### config.mk
export PLATFORM = sky130hd
export DESIGN_NAME = bit_serializer
export DESIGN_NICKNAME = d
export VERILOG_FILES = /design/src/rtl/bit_serializer_pkg.sv /design/src/rtl/ser_hold_reg.sv /design/src/rtl/bit_serializer.sv
export SDC_FILE = /design/constraint.sdc
export NUM_CORES = 1
export LEC_CHECK = 0
export BUFFER_PORTS_ARGS = -buffer_cell sky130_fd_sc_hd__buf_2
export CAP_MARGIN = 20
export CORE_UTILIZATION = 32
export CTS_BUF_LIST = sky130_fd_sc_hd__clkbuf_16
export DETAILED_ROUTE_END_ITERATION = 7
export GPL_ROUTABILITY_DRIVEN = 0
export GPL_TIMING_DRIVEN = 0
export HOLD_SLACK_MARGIN = 0.03
export PLACE_DENSITY_LB_ADDON = 0.2
export SLEW_MARGIN = 20
export SYNTH_ARGS = -nofsm -noshare
export SYNTH_HDL_FRONTEND = slang
export SYNTH_HIERARCHICAL = 1
export SYNTH_SLANG_ARGS = --single-unit
export TNS_END_PERCENT = 100
### constraint.sdc
create_clock -name clk -period 4 [get_ports clk]
set_input_delay 0.8 -clock clk [delete_from_list [all_inputs] [get_ports clk]]
set_output_delay 0.8 -clock clk [all_outputs]
set_load 0.05 [all_outputs]
### src/rtl/bit_serializer_pkg.sv
// Shared types and default constants for the bit serializer.
// The optional parity bit is enabled by BIT_SERIALIZER_PARITY_EN.
package bit_serializer_pkg;

   typedef enum logic [1:0] {
      ST_IDLE,
      ST_DATA,
      ST_PARITY
   } ser_state_t;

   localparam int   SER_WIDTH_DEF = 8;
   localparam logic SER_IDLE_BIT  = 1'b0;

endpackage

### src/rtl/ser_hold_reg.sv
// One-entry holding buffer that sits in front of the shifter so that
// back-to-back words can stream without gaps.
module ser_hold_reg #(
   parameter int WIDTH = 8
) (
   input  logic             clk,
   input  logic             reset,
   input  logic             load,
   input  logic             take,
   input  logic [WIDTH-1:0] d,
   output logic [WIDTH-1:0] q,
   output logic             full
);

   always_ff @(posedge clk or posedge reset) begin
      if (reset) begin
         q    <= '0;
         full <= 1'b0;
      end else if (load) begin
         q    <= d;
         full <= 1'b1;
      end else if (take) begin
         full <= 1'b0;
      end
   end

endmodule

### src/rtl/bit_serializer.sv
// Parallel-to-serial front end: WIDTH-bit words in, one bit per clock out, MSB first.
// Defining BIT_SERIALIZER_PARITY_EN appends one even-parity bit per word.
module bit_serializer
   import bit_serializer_pkg::*;
#(
   parameter int   WIDTH    = SER_WIDTH_DEF,
   parameter logic IDLE_BIT = SER_IDLE_BIT
) (
   input  logic             clk,
   input  logic             reset,
   input  logic [WIDTH-1:0] din,
   input  logic             din_valid,
   output logic             din_ready,
   output logic             x,
   output logic             x_valid,
   output logic             word_done
);

   localparam int            CW       = $clog2(WIDTH + 1);
   localparam logic [CW-1:0] LAST_CNT = CW'(WIDTH - 1);

   ser_state_t       state, nxt_state;
   logic [CW-1:0]    bit_cnt, nxt_cnt;
   logic [WIDTH-1:0] shifter, nxt_shift, hold_q, aligned;
   logic             hold_full, hold_load, hold_take;
   logic             xfer, last, nxt_x, nxt_valid, nxt_done;
`ifdef BIT_SERIALIZER_PARITY_EN
   logic             par, nxt_par;
`endif

   assign din_ready = !hold_full;
   assign xfer      = din_valid && din_ready;

`ifdef BIT_SERIALIZER_PARITY_EN
   assign last = (state == ST_PARITY);
`else
   assign last = (state == ST_DATA) && (bit_cnt == LAST_CNT);
`endif

   ser_hold_reg #(.WIDTH(WIDTH)) u_hold (
      .clk   (clk),
      .reset (reset),
      .load  (hold_load),
      .take  (hold_take),
      .d     (din),
      .q     (hold_q),
      .full  (hold_full)
   );

   always_comb begin
      nxt_state = state;
      nxt_cnt   = bit_cnt;
      nxt_shift = shifter;
      hold_load = 1'b0;
      hold_take = 1'b0;
`ifdef BIT_SERIALIZER_PARITY_EN
      nxt_par   = par;
`endif

      case (state)
         ST_DATA: begin
            if (bit_cnt != LAST_CNT) begin
               nxt_cnt = bit_cnt + 1'b1;
            end else begin
`ifdef BIT_SERIALIZER_PARITY_EN
               nxt_state = ST_PARITY;
`else
               nxt_state = ST_IDLE;
               nxt_cnt   = '0;
`endif
            end
         end
`ifdef BIT_SERIALIZER_PARITY_EN
         ST_PARITY: begin
            nxt_state = ST_IDLE;
            nxt_cnt   = '0;
         end
`endif
         default: ;
      endcase

      // A held word always wins the free shifter; din_ready is low then,
      // so no transfer can collide with the handoff.
      if (last && hold_full) begin
         hold_take = 1'b1;
         nxt_state = ST_DATA;
         nxt_cnt   = '0;
         nxt_shift = hold_q;
`ifdef BIT_SERIALIZER_PARITY_EN
         nxt_par   = ^hold_q;
`endif
      end else if (xfer) begin
         if (state == ST_IDLE || last) begin
            nxt_state = ST_DATA;
            nxt_cnt   = '0;
            nxt_shift = din;
`ifdef BIT_SERIALIZER_PARITY_EN
            nxt_par   = ^din;
`endif
         end else begin
            hold_load = 1'b1;
         end
      end

      // Outputs are registered, so they are derived from the next state.
      aligned   = nxt_shift << nxt_cnt;
      nxt_x     = IDLE_BIT;
      nxt_valid = (nxt_state != ST_IDLE);
      nxt_done  = 1'b0;
      case (nxt_state)
         ST_DATA: begin
            nxt_x = aligned[WIDTH-1];
`ifndef BIT_SERIALIZER_PARITY_EN
            nxt_done = (nxt_cnt == LAST_CNT);
`endif
         end
`ifdef BIT_SERIALIZER_PARITY_EN
         ST_PARITY: begin
            nxt_x    = nxt_par;
            nxt_done = 1'b1;
         end
`endif
         default: ;
      endcase
   end

   always_ff @(posedge clk or posedge reset) begin
      if (reset) begin
         state     <= ST_IDLE;
         bit_cnt   <= '0;
         shifter   <= '0;
         x         <= IDLE_BIT;
         x_valid   <= 1'b0;
         word_done <= 1'b0;
`ifdef BIT_SERIALIZER_PARITY_EN
         par       <= 1'b0;
`endif
      end else begin
         state     <= nxt_state;
         bit_cnt   <= nxt_cnt;
         shifter   <= nxt_shift;
         x         <= nxt_x;
         x_valid   <= nxt_valid;
         word_done <= nxt_done;
`ifdef BIT_SERIALIZER_PARITY_EN
         par       <= nxt_par;
`endif
      end
   end

endmodule

* Word-level counts from Yosys, hierarchy flattened
Index checks and enable logic that the tools add are counted.
** Storage, ports and cells
- Register bits after elaboration :: 26
- Input bits :: 11
- Output and inout bits :: 4
- Word-level logic and storage cells :: 44
** Cells by class
- $add $sub $neg :: 1
- Equal/unequal tests :: 5
- Shift-type cells :: 1
- Multiplexer cells :: 21
- Reductions and logical operators :: 8
** Operators by type and width (number)
- $mux W8 :: 3
- $mux W4 :: 5
- $mux W2 :: 5
- $eq A4 B3 Y1 const B :: 2
- $mux W1 :: 8
- $shl A8 B4 Y8 :: 1
- $add A4 B1 Y4 const B :: 1
- $eq A2 B1 Y1 const B :: 2
- $ne A4 B3 Y1 const B :: 1
- $reduce_bool A2 Y1 :: 2
- $logic_and A1 B1 Y1 :: 3
- $logic_not A2 Y1 :: 1
- $logic_not A1 Y1 :: 1
- $logic_or A1 B1 Y1 :: 1

* Logic depth before layout (Yosys ltp)
- Depth after elaboration :: 8
- Mapped depth :: 8
- Gate-level depth less buffers :: 8

* Modules after synthesis
The synthesis kept the hierarchy.
** Modules (own cells, without submodules)
- bit_serializer :: times used 1, cells an instance 100, area each 975.9 um^2, sequential area each 425.4 um^2
- ser_hold_reg :: times used 1, cells an instance 21, area each 372.9 um^2, sequential area each 225.2 um^2

* Worst setup path after synthesis
No wires, ideal clock.
- Path type :: input -> register
- Start :: input port din_valid
- End :: register x
- Setup time :: 65 ps
- Arrival :: 2240 ps
- Data required time :: 3935 ps
- Path slack :: 1695 ps
- Stages :: 8
- Buffers on the path :: 2
- Path through :: or3b_1 > buf_2 > a21oi_4 > buf_6 > nand2_2 > a311o_1 > a32oi_1 > o211a_1
** Between the ends
- Cells in the longest elaborated chain, start to end :: 5
- Elaborated cells between the ends (all ways) :: 10
- Those cells by class :: eq/ne (1); shift (1); mux (7); reduce/logical (1)
** Ends and longest elaborated chain
- start: declaration :: line bit_serializer.sv:12 : input logic din_valid,
- $logic_and A1 B1 Y1 * :: line bit_serializer.sv:32 : assign xfer = din_valid && din_ready;
- $mux W8 (tied with other cells) :: line bit_serializer.sv:92 : end else if (xfer) begin
- $mux W8 (tied with other cells) :: line bit_serializer.sv:84 : if (last && hold_full) begin
- $shl A8 B4 Y8 or $eq A2 B1 Y1 (tied branches) :: line bit_serializer.sv:106, bit_serializer.sv:110
- $mux W1 * :: line bit_serializer.sv:110 : case (nxt_state)
- named net nxt_x :: line bit_serializer.sv:26 : logic xfer, last, nxt_x, nxt_valid, nxt_done;
- end signal: assignment :: line bit_serializer.sv:142 : x <= nxt_x;
- end: declaration :: line bit_serializer.sv:14 : output logic x,
The timed path passes the listed nets; every way through them passes the cells marked *.
A chain may end at the register's enable or synchronous reset.

* Final worst setup path
- Start :: register bit_cnt[0]
- End :: register x
** Between the ends
- Cells in the longest elaborated chain, start to end :: 8
- Elaborated cells between the ends (all ways) :: 22
- Those cells by class :: add/sub (1); eq/ne (3); shift (1); mux (14); reduce/logical (3)
** Ends and longest elaborated chain
- start: declaration :: line bit_serializer.sv:23 : logic [CW-1:0] bit_cnt, nxt_cnt;
- start signal: assignment :: line bit_serializer.sv:140 : bit_cnt <= nxt_cnt;
- $add A4 B1 Y4 (tied with other cells) :: line bit_serializer.sv:63 : nxt_cnt = bit_cnt + 1'b1;
- $mux W4 (tied with other cells) :: line bit_serializer.sv:62 : if (bit_cnt != LAST_CNT) begin
- $mux W4 (tied with other cells) :: line bit_serializer.sv:60 : case (state)
- $mux W4 (tied with other cells) :: line bit_serializer.sv:93 : if (state == ST_IDLE || last) begin
- $mux W4 (tied with other cells) :: line bit_serializer.sv:92
- $mux W4 (tied with other cells) :: line bit_serializer.sv:84
- $shl A8 B4 Y8 or $eq A2 B1 Y1 (tied branches) :: line bit_serializer.sv:106, bit_serializer.sv:110
- $mux W1 * :: line bit_serializer.sv:110
- named net nxt_x :: line bit_serializer.sv:26
Marked as above.

==> impl_metrics.tcl <==
set metrics [dict create \
    syn_to_final_growth_pct 15.7 \
    clockRootBuffer "clkbuf_16" \
    status "completed" \
    max_cap_viol_count 0 \
    cp_cell_sequence "ha_1, and3b_1, nand3_2, inv_1, clkbuf_1, a2111o_1, o221ai_1, o211a_1" \
    antenna_found_initial 0 \
    swShare_pct 37.1 \
    die_area_um2 4480 \
    p_total_mw 1.24 \
    syn_area_um2 1350 \
    drive_gt1_share_pct 24.5 \
    synth_ff_type "dfrtp_1" \
    nFillCells 405 \
    cts_setup_buffers 0 \
    layout.cells.most_common "dfrtp_1" \
    multi_input_area_um2 628 \
    chipHeight_um 66.9 \
    crit_type "reg2reg" \
    clockBufferDepth 2 \
    synth_edf_count 0 \
    p_clk_share_pct 17.7 \
    yosys_warnings 6 \
    cts_buffers 3 \
    drc 0 \
    ir_drop_v 0.000273 \
    netlist_instances 121 \
    slew_violations 0 \
    finalSetupTns_ns 0 \
    diodes 0 \
    cp_data_required_time_ns 4.19 \
    pwr-share-seq_pct 37.3 \
    grt_max_degree 18 \
    r2r_cells 8 \
    min_to "shifter[0]" \
    dieWidth_um 66.9 \
    ioPinCount 15 \
    ant_nets 0 \
    ys_ff_latch 26 \
    critPathCaptureType "flip-flop" \
    clk_pin_slew_worst_paths_ns 0.06 \
    async_flop_share_pct 100 \
    switching_power_mw 0.459 \
    slew_headroom_pct 54.9 \
    reg2reg_slack_ns 1.64 \
    power_frac_comb_pct 44.9 \
    clkLatencyLatePin_ns 0.25 \
    cts_hold_buffers 0 \
    port_buffers 14 \
    grt-ovfl-total 0 \
    avgSynthCellArea_um2 11.1 \
    rr_startpoint "bit_cnt[0]" \
    cts_tree "done" \
    initial_core_util_pct 33.5 \
    slowest_delay_ns 0.43 \
    r2r_end "x" \
    powerDensity_nw_per_um2 793 \
    cp_slowest_cell "a2111o_1" \
    synth.net_count 133 \
    finClkSkew_ns 0.00319 \
    coreArea_um2 4030 \
    cts_resized 0 \
    utilization_pct 38.7 \
    finalSetupViolCount 0 \
    vias 942 \
    hold_class "reg2reg" \
    min_path_cells 2 \
    final.min_clock_period_ns 2.36 \
    mostFrequentLayoutCells "26 x dfrtp_1, 16 x buf_2, 8 x nand2_1, 8 x mux2_4" \
    cp_max_fo 10 \
    p_leak_nw 0.709 \
    first_global_vias 941 \
    tightest_slew_ns 0.676 \
    grt_pass1_wl_mm 4.55 \
    cts_sinks 26 \
    min_from "u_hold/q[0]" \
    yosysSeqAreaShare_pct 48.2 \
    first_pass_iters 4 \
    globalRouteTotalUtil_pct 13.8 \
    row_count 23 \
    grt_setup_unrepaired "no" \
    max_clock_freq_mhz 423 \
    fin_crit_sh_pct 59.1 \
    finalNetCount 152 \
    intPower_mw 0.778 \
    crit_path_start_kind "flip-flop" \
    seqCellArea_um2 651 \
    via_per_inst 4.98 \
    cts_max_level 1 \
    ys_types 45 \
    wl_per_cell_um 14.4 \
    arrival_ns 2.56 \
    first_iter_violations 25 \
    wl_mm 2.71 \
    dpl.hpwl_mm 1.95 \
    hold_viol_final 0 \
]
cell families after synthesis:
| logic type | count (synthesis) | share of synthesized area, % |
|---|---|---|
| and+or+nand+nor | 36 | 15.5 |
| AOI/OAI and AO/OA | 28 | 15.5 |
| DFF | 26 | 48.2 |
| buffers and inverters | 14 | 5.20 |
| muxes | 14 | 13.4 |
| xor gates and xnor gates | 2 | 1.30 |
| adders and majority gates | 1 | 0.927 |
through the flow:
| step | hold slack [ns] | setup slack, ns | area [um^2] | std cells |
|---|---|---|---|---|
| 2_1_floorplan | 0.450 | 1.70 | 1350 | 121 |
| 3_3_place_gp | 0.464 | 1.39 | 1480 | 185 |
| 3_5_place_dp | 0.486 | 1.38 | 1480 | 185 |
| 4_1_cts | 0.504 | 1.64 | 1560 | 189 |
| 5_1_grt | 0.528 | 1.50 | 1560 | 189 |
| 6_report | 0.500 | 1.64 | 1560 | 189 |
state kept, by name (all words and copies together), names as in the netlist:
name         count
state            2
shifter          8
bit_cnt          4
u_hold/full      1
u_hold/q         8
word_done        1
x                1
x_valid          1
Yosys cell counts, drive strengths merged (2+ instances only):
library cell	count	share of area, %
inv	7	1.9
nand3b	2	1.4
dfrtp	26	48
o21ai	4	1.5
nor3	2	0.74
nor2b	2	0.93
mux2i	6	4.5
nor2	5	1.4
buf	4	2.4
nand2	9	2.7
a21oi	8	3.8
a31oi	2	0.93
mux2	8	8.9
nand2b	4	1.9
nand3	2	1.1
clkbuf	3	0.83
and2	2	0.93
a211o	3	1.9
routing by layer:
layer  share of wire [%]  up-vias  GRT usage (%)
li1                    -      468              -
met1                  50      460           18.7
met2                  46       12           22.0
met3                 2.9        2           2.74
met4                0.70        0           3.99
met5                   0        -              0
cell type report:
type	instances	share of cell area, %
Buffer	7	2.81
Clock buffer	3	4.81
Clock inverter	1	0.241
Inverter	7	1.68
Multi-Input combinational cell	81	40.3
Sequential cell	26	41.7
Tap cell	50	4.01
Timing Repair Buffer	14	4.49
power groups by stage:
stage / sequential [mW] / combinational [mW] / clock [mW]
2_1_floorplan: 0.474 / 0.424 / 0
5_1_grt: 0.476 / 0.616 / 0.241
4_1_cts: 0.461 / 0.562 / 0.226
6_report: 0.462 / 0.556 / 0.219
3_3_place_gp: 0.460 / 0.548 / 0
3_5_place_dp: 0.465 / 0.556 / 0
worst max path at each step:
| stage | start | to | slack [ns] | depth (start not counted) |
|---|---|---|---|---|
| floorplan | din_valid | x | 1.70 | 8 |
| global placement | din_valid | x | 1.39 | 9 |
| detailed placement | din_valid | x | 1.38 | 9 |
| CTS | bit_cnt[0] | x | 1.64 | 8 |
| global route | bit_cnt[0] | x | 1.50 | 7 |
| finish | bit_cnt[0] | x | 1.64 | 8 |
critical path: cells and delay by family (launching register included):
family,cells,cell delay (ns)
AND/OR/NAND/NOR,2,0.44
flip-flops,1,0.42
buffers and inverters,2,0.35
AO/OA/AOI/OAI,3,0.79
adder cells (fa/ha/maj),1,0.28
(Power assumes the default switching activity.)
